==> src/rtl/usb_dev_responder.sv <==
// usb_dev_responder
// Device-side USB transaction responder. Answers decoded OUT and IN tokens
// addressed to this device: OUT payloads are delivered to the endpoint sink
// and acknowledged; IN payloads are sent from the endpoint source and
// retransmitted until the host ACKs or the retry budget runs out.
//
// Ports:
//   clk, rst                       clock, synchronous active-high reset
//   tok_valid/pid/addr/endp        decoded token packet (one-cycle strobe)
//   dat_valid/pid/corrupt, dat_in  decoded data packet (one-cycle strobe)
//   hs_valid, hs_pid               decoded handshake packet (one-cycle strobe)
//   tx_ready, tx_valid/type/pid/data  packet request to the encoder
//   wr_valid/endp/data             OUT payload delivered to the sink
//   rd_avail, rd_data, rd_pop      IN payload source
//   busy                           transaction in progress
//   err                            transaction aborted (one-cycle strobe)

module usb_dev_responder #(
    parameter logic [6:0] DEV_ADDR  = 7'd5,
    parameter logic [7:0] TIMEOUT   = 8'd255,
    parameter logic [3:0] MAX_RETRY = 4'd8
) (
    input  logic        clk,
    input  logic        rst,
    input  logic        tok_valid,
    input  logic [3:0]  tok_pid,
    input  logic [6:0]  tok_addr,
    input  logic [3:0]  tok_endp,
    input  logic        dat_valid,
    input  logic [3:0]  dat_pid,
    input  logic        dat_corrupt,
    input  logic [63:0] dat_in,
    input  logic        hs_valid,
    input  logic [3:0]  hs_pid,
    input  logic        tx_ready,
    output logic        tx_valid,
    output logic        tx_type,
    output logic [3:0]  tx_pid,
    output logic [63:0] tx_data,
    output logic        wr_valid,
    output logic [3:0]  wr_endp,
    output logic [63:0] wr_data,
    input  logic        rd_avail,
    input  logic [63:0] rd_data,
    output logic        rd_pop,
    output logic        busy,
    output logic        err
);

    localparam logic [3:0] PID_OUT   = 4'b0001;
    localparam logic [3:0] PID_IN    = 4'b1001;
    localparam logic [3:0] PID_DATA0 = 4'b0011;
    localparam logic [3:0] PID_ACK   = 4'b0010;
    localparam logic [3:0] PID_NAK   = 4'b1010;

    typedef enum logic [2:0] {
        IDLE,
        RX_DATA,
        TX_HS,
        TX_DATA,
        WAIT_HS
    } state_t;

    state_t      state_q, state_d;
    logic [3:0]  endp_q, endp_d;
    logic [63:0] payload_q, payload_d;
    logic [3:0]  hs_pid_q, hs_pid_d;
    logic [7:0]  timer_q, timer_d;
    logic [3:0]  retry_q, retry_d;
    // After a handshake is sent: 1 = go back to RX_DATA (host resends), 0 = IDLE
    logic        hs_ret_rx_q, hs_ret_rx_d;

    logic        timeout;

    // State and datapath registers.
    always_ff @(posedge clk) begin
        if (rst) begin
            state_q     <= IDLE;
            endp_q      <= 4'd0;
            payload_q   <= 64'd0;
            hs_pid_q    <= 4'd0;
            timer_q     <= 8'd0;
            retry_q     <= 4'd0;
            hs_ret_rx_q <= 1'b0;
        end else begin
            state_q     <= state_d;
            endp_q      <= endp_d;
            payload_q   <= payload_d;
            hs_pid_q    <= hs_pid_d;
            timer_q     <= timer_d;
            retry_q     <= retry_d;
            hs_ret_rx_q <= hs_ret_rx_d;
        end
    end

    assign timeout = (timer_q == TIMEOUT);

    // Next-state and output logic.
    always_comb begin
        state_d     = state_q;
        endp_d      = endp_q;
        payload_d   = payload_q;
        hs_pid_d    = hs_pid_q;
        timer_d     = timer_q;
        retry_d     = retry_q;
        hs_ret_rx_d = hs_ret_rx_q;

        tx_valid = 1'b0;
        tx_type  = 1'b0;
        tx_pid   = 4'd0;
        tx_data  = 64'd0;
        wr_valid = 1'b0;
        wr_endp  = 4'd0;
        wr_data  = 64'd0;
        rd_pop   = 1'b0;
        err      = 1'b0;
        busy     = (state_q != IDLE);

        // The wait timer runs only while listening for the host; it saturates
        // so the timeout condition stays asserted until the state is left.
        if ((state_q == RX_DATA || state_q == WAIT_HS) && !timeout) begin
            timer_d = timer_q + 8'd1;
        end

        case (state_q)
            IDLE: begin
                if (tok_valid && tok_addr == DEV_ADDR) begin
                    if (tok_pid == PID_OUT) begin
                        endp_d  = tok_endp;
                        timer_d = 8'd0;
                        state_d = RX_DATA;
                    end else if (tok_pid == PID_IN) begin
                        if (rd_avail) begin
                            payload_d = rd_data;
                            endp_d    = tok_endp;
                            timer_d   = 8'd0;
                            retry_d   = 4'd0;
                            state_d   = TX_DATA;
                        end else begin
                            hs_pid_d    = PID_NAK;
                            hs_ret_rx_d = 1'b0;
                            state_d     = TX_HS;
                        end
                    end
                end
            end

            RX_DATA: begin
                // Data arriving on the timeout cycle still wins.
                if (dat_valid) begin
                    if (!dat_corrupt && dat_pid == PID_DATA0) begin
                        wr_valid    = 1'b1;
                        wr_endp     = endp_q;
                        wr_data     = dat_in;
                        hs_pid_d    = PID_ACK;
                        hs_ret_rx_d = 1'b0;
                    end else begin
                        hs_pid_d    = PID_NAK;
                        hs_ret_rx_d = 1'b1;
                    end
                    state_d = TX_HS;
                end else if (timeout) begin
                    err     = 1'b1;
                    state_d = IDLE;
                end
            end

            TX_HS: begin
                tx_valid = 1'b1;
                tx_pid   = hs_pid_q;
                if (tx_ready) begin
                    timer_d = 8'd0;
                    state_d = hs_ret_rx_q ? RX_DATA : IDLE;
                end
            end

            TX_DATA: begin
                tx_valid = 1'b1;
                tx_type  = 1'b1;
                tx_pid   = PID_DATA0;
                tx_data  = payload_q;
                if (tx_ready) begin
                    timer_d = 8'd0;
                    state_d = WAIT_HS;
                end
            end

            WAIT_HS: begin
                // A handshake on the timeout cycle wins; an unrecognised
                // handshake PID is ignored and lets the timeout act.
                if (hs_valid && hs_pid == PID_ACK) begin
                    rd_pop  = 1'b1;
                    state_d = IDLE;
                end else if ((hs_valid && hs_pid == PID_NAK) || timeout) begin
                    if (retry_q == MAX_RETRY) begin
                        err     = 1'b1;
                        state_d = IDLE;
                    end else begin
                        retry_d = retry_q + 4'd1;
                        state_d = TX_DATA;
                    end
                end
            end

            default: begin
                state_d = IDLE;
            end
        endcase

        // A reset cycle abandons the transaction, so no decision strobe may
        // escape from it.
        if (rst) begin
            wr_valid = 1'b0;
            wr_endp  = 4'd0;
            wr_data  = 64'd0;
            rd_pop   = 1'b0;
            err      = 1'b0;
        end
    end

endmodule

==> config.mk <==
export PLATFORM = sky130hd
export DESIGN_NAME = usb_dev_responder
export DESIGN_NICKNAME = d
export VERILOG_FILES = /design/src/rtl/usb_dev_responder.sv
export SDC_FILE = /design/constraint.sdc
export NUM_CORES = 1
export LEC_CHECK = 0
export BUFFER_PORTS_ARGS = -buffer_cell sky130_fd_sc_hd__buf_2
export CAP_MARGIN = 5
export CORE_AREA = 3 3 114 116
export DETAILED_ROUTE_END_ITERATION = 8
export DIE_AREA = 0 0 117 119
export PLACE_DENSITY = 0.73
export SLEW_MARGIN = 0
export SYNTH_ARGS = -nofsm -noshare
export SYNTH_HDL_FRONTEND = slang
export SYNTH_SLANG_ARGS = --single-unit
==> constraint.sdc <==
create_clock -name clk -period 4.95 [get_ports clk]
set_input_delay 1.2375 -clock clk [delete_from_list [all_inputs] [get_ports clk]]
set_output_delay 1.2375 -clock clk [all_outputs]
set_load 0.005 [all_outputs]
[Word level (Yosys, flattened, before mapping)]
Cells that the tools add are included.
Storage, ports and cells
  flip-flop bits (word level): 88
  input bits: 159
Operators by class
  add/sub/neg operators: 2
  equal/unequal tests: 26
  multiplexer cells: 71
  bitwise logic cells: 1
  reduce and logical (&&, ||, !) cells: 21
Operators by type and width (number)
  two-way mux 64 bit: 5
  two-way mux 4 bit: 20
  two-way mux 8 bit: 6
  two-way mux 3 bit: 9
  one-hot mux 4 bit (2 select lines): 3
  two-way mux 1 bit: 23
  inequality test 2 bit, second input constant: 10
  one-hot mux 8 bit (2 select lines): 1
  one-hot mux 3 bit (5 select lines): 1
  == test 4 bit, second input constant: 3
  AND reduction 6 bit: 2
  adder 8 x 1 -> 8 bit, second input constant: 1
  == test 4 x 2 -> 1 bit, second input constant: 2
  == test 8 bit, second input constant: 1
  AND reduction 8 bit: 1
  nonzero test 2 bit: 4
  == test 7 x 3 -> 1 bit, second input constant: 1
  == test 3 x 2 -> 1 bit, second input constant: 2
  inequality test 3 bit, second input constant: 2
  logical AND 1 bit: 5
  AND reduction 5 bit: 1
  adder 4 x 1 -> 4 bit, second input constant: 1
  == test 4 x 1 -> 1 bit, second input constant: 1
  one-hot mux 1 bit (2 select lines): 2
  12 further kinds: 14

[Logic depth before layout (Yosys ltp)]
  word-level depth: 9
  gate-level depth with buffers: 7
  gate-level depth less buffers: 6

[Worst setup path before layout]
OpenSTA, ideal clock, no wires.
  path type: input-to-output
  start: input dat_pid[3]
  end: output wr_data[47]
  data arrival time: 2.644 ns
  required time: 3.713 ns
  setup slack: 1.068 ns
  stages on the path: 6
  cells stage by stage: nor4b_1 nand3_1 nor3b_2 clkbuf_1 clkbuf_1 and2_1
Between the ends
  cells in the longest elaborated chain, start to end: 6
RTL lines
  from (decl): line 30  | input logic [3:0] dat_pid,
  == test 4 x 2 -> 1 bit: line 151  | if (!dat_corrupt && dat_pid == PID_DATA0) begin
  logical AND 1 bit: line 151
  two-way mux 64 bit: line 151
  two-way mux 64 bit: line 150  | if (dat_valid) begin
  two-way mux 64 bit: line 125  | case (state_q)
  two-way mux 64 bit: line 212  | if (rst) begin
  to (decl): line 42  | output logic [63:0] wr_data,
Every way passes these cells.

[Worst setup path after layout]
  start: input dat_pid[3]
  end: output wr_data[46]
Same word-level chain as after synthesis.

==> flow_metrics.tcl <==
set metrics [dict create \
    outcome "finished, final reports clean" \
    clockPowerShare_pct 46.8 \
    numCtsBuffers 9 \
    flow.area_growth_from_synthesis_pct 40.5 \
    worst_setup_path_start_kind "input pin" \
    synth.net_count 768 \
    die_width_um 117 \
    timing_worst_setup_path_type "input pin to output port" \
    ys_types 51 \
    grt_start_max_net_pins 83 \
    layout.cells.most_common_list "buf_2, and2_1, dfxtp_1, o21ai_0" \
    max_cap_viol_count 0 \
    number_of_flops_mapped_to_enable_cells_by_yosys 0 \
    cts_hold_buffers 0 \
    h-tree-depth 3 \
    report.final.hold_viol_count 0 \
    pre_cts_slack_ns 0.650 \
    synth_seq_area_share_pct 37.0 \
    yosys_warnings 0 \
    globalplace.congestion 0.846 \
    setup_violations 0 \
    postSynthRegisterBits 86 \
    dieHeight_um 119 \
    setup.worst_path.end_class "output port" \
    ys.flop_type "dfxtp_1" \
    max_freq_mhz 234 \
    final-max-slew-violation-count 0 \
    route.final.wire_length_um 18700 \
    ys_async_sr_fraction_pct 0 \
    internal-power_mw 1.21 \
    timing.setup.tns_ns 0 \
    drtPass1Iterations 4 \
    top_level_ports 301 \
    cts_buffer_depth 2 \
    detail_route.drc_violations 0 \
    tritoncts_clock_tree "yes" \
    combinationalPowerShare_pct 9.1 \
    max_slew.worst_pin.slew_ns 1.01 \
    detail_route.iter0.violations 304 \
    final.setup.worst_slack_ns 0.684 \
    design.die.area_um2 13900 \
    timing.hold.worst.class "flop to flop" \
    hold-path-cell-count 2 \
    critical_path.reg2reg.endpoint "payload_q[13]" \
    gr-total-overflow 0 \
    post-route-util_pct 54.4 \
    crit_required_ns 3.71 \
    syn_avg_cell_area_um2 7.67 \
    starting_utilization_of_the_core_area_pct 38.7 \
    power.density_nw_per_um2 243 \
    synthCells 606 \
    seq_power_share_pct 44.1 \
    port_buffers 299 \
    power.share.switching_pct 23.6 \
    worst-r2r-cell-count 6 \
    holdPathEnd "hs_pid_q[1]" \
    finalCritPeriodShare_pct 86.2 \
    maxSlewHeadroom_pct 32.5 \
    setup_repair_after_global_routing_missed_its_margin "false" \
    grt_antenna_before_repair 2 \
    gr-usage-all-layers_pct 25.5 \
    fin_worst_skew_ns 0.00680 \
    ir_worst_vdd_mv 0.210 \
    layout_cells_sized_above_1_pct 38.0 \
    post_cts_buffers 0 \
    vias 5438 \
    layout.cells.most_common "buf_2" \
    cts-root-buf "clkbuf_16" \
    finalCriticalPeriod_ns 4.27 \
    num_rows 40 \
    post_cts_resize_count 0 \
    number_of_global_route_vias_before_repair 5182 \
    total_switching_power_mw 0.374 \
    finish.net_count 1031 \
    timing.hold.ws_ns 0.456 \
    crit_fanout 69 \
    power.leakage_nw 3.11 \
    worstPathArrival_ns 3.03 \
    antenna_violating_nets_post_route 0 \
    min-delay-start "hs_pid_q[1]" \
    r2r_slack_ns 2.42 \
    clk_transition_reported_paths_ns 0.06 \
    post_drt_via_cell_ratio 5.32 \
    post_dp_hpwl_um 13700 \
    core_area_um2 12000 \
    synth.cell_area_um2 4650 \
    numClockSinks 86 \
    timing.rr.start "state_q[0]" \
    wire_per_inst_um 18.3 \
    worstSkewPairLatency_ns 0.34 \
    wire_length_of_the_first_global_routing_pass_um 27700 \
]
-- critical path, cell delays in order --
cell     delay (ns)
buf_2          0.10
nor4b_1        0.38
nand3_1        0.23
nor3b_4        0.23
buf_4          0.45
and2_1         0.26
buf_2          0.14
-- power by group through the flow --
stage / Sequential [mW] / Clock, mW / Combinational, mW
after CTS: 0.700 / 0.757 / 0.145
after global routing: 0.700 / 0.787 / 0.158
after global placement: 0.715 / 0 / 0.144
after floorplan: 0.711 / 0 / 0.0583
final: 0.700 / 0.742 / 0.145
after detailed placement: 0.715 / 0 / 0.144
-- layer usage --
layer	share of wire, %	up-vias	track usage, %
li1	-	2654	-
met3	8.6	31	7.22
met2	49	233	43.2
met4	2.4	2	8.75
met1	40	2518	30.7
met5	0.069	-	0
-- Yosys cell counts, types with 3 or more instances --
cell type | n | area (µm²)
nor4b_1 | 3 | 26.3
nand3_1 | 73 | 365
inv_1 | 12 | 45.0
a21oi_1 | 73 | 365
nand2_1 | 10 | 37.5
a211oi_1 | 5 | 37.5
nor3b_2 | 3 | 37.5
or4_1 | 4 | 30.0
o21ai_0 | 74 | 370
buf_2 | 3 | 15.0
nor2_1 | 7 | 26.3
and2_1 | 132 | 826
dfxtp_1 | 86 | 1720
nor3b_1 | 3 | 22.5
o211ai_1 | 5 | 37.5
a31oi_1 | 4 | 25.0
clkbuf_1 | 48 | 180
o211a_1 | 3 | 30.0
ha_1 | 3 | 37.5
a221oi_1 | 4 | 35.0
and3_1 | 3 | 18.8
buf_1 | 3 | 11.3
nor3_1 | 4 | 20.0
nand4_1 | 3 | 18.8
-- worst max-delay path by stage --
stage | start | end | slack (ns) | cells past startpoint
2_1_floorplan | dat_pid[3] | wr_data[47] | 1.07 | 6
3_3_place_gp | dat_pid[3] | wr_data[46] | 0.72 | 7
3_5_place_dp | dat_pid[3] | wr_data[46] | 0.65 | 7
4_1_cts | dat_pid[3] | wr_data[46] | 0.64 | 7
5_1_grt | dat_pid[3] | wr_data[46] | 0.55 | 7
6_report | dat_pid[3] | wr_data[46] | 0.68 | 7
-- sequential cells by signal, summed over array words and instances (netlist names) --
name and flops:
payload_q 64, timer_q 8, endp_q 4, retry_q 4, state_q 3, hs_pid_q 2, hs_ret_rx_q 1
-- cell type report --
cell class	instances	area, µm²
timing repair buffer	308	1560
fill	1215	5480
antenna	2	5.00
clock inverter	5	82.6
tap	147	184
multi-input combinational	452	2690
clock buffer	11	243
sequential	86	1720
inverter	12	45.0
-- cells by family after synthesis --
logic type      after synthesis  synth area share (%)
compound gates              183                  22.0
xor+xnor                      3                 0.565
fa+ha+maj                     3                 0.808
buf+inv                      68                  5.73
flops                        86                  37.0
mux                           3                 0.673
other cells                   1                0.0807
simple gates                259                  33.1
-- per-stage QoR --
stage          power, mW  cell area (µm²)  std cells
6_report            1.59             6530       1023
2_1_floorplan      0.769             4650        606
5_1_grt             1.64             6530       1022
4_1_cts             1.60             6530       1021
3_3_place_gp       0.859             6200       1005
3_5_place_dp       0.859             6200       1005
Note: power is estimated with default switching activity, not from simulation.
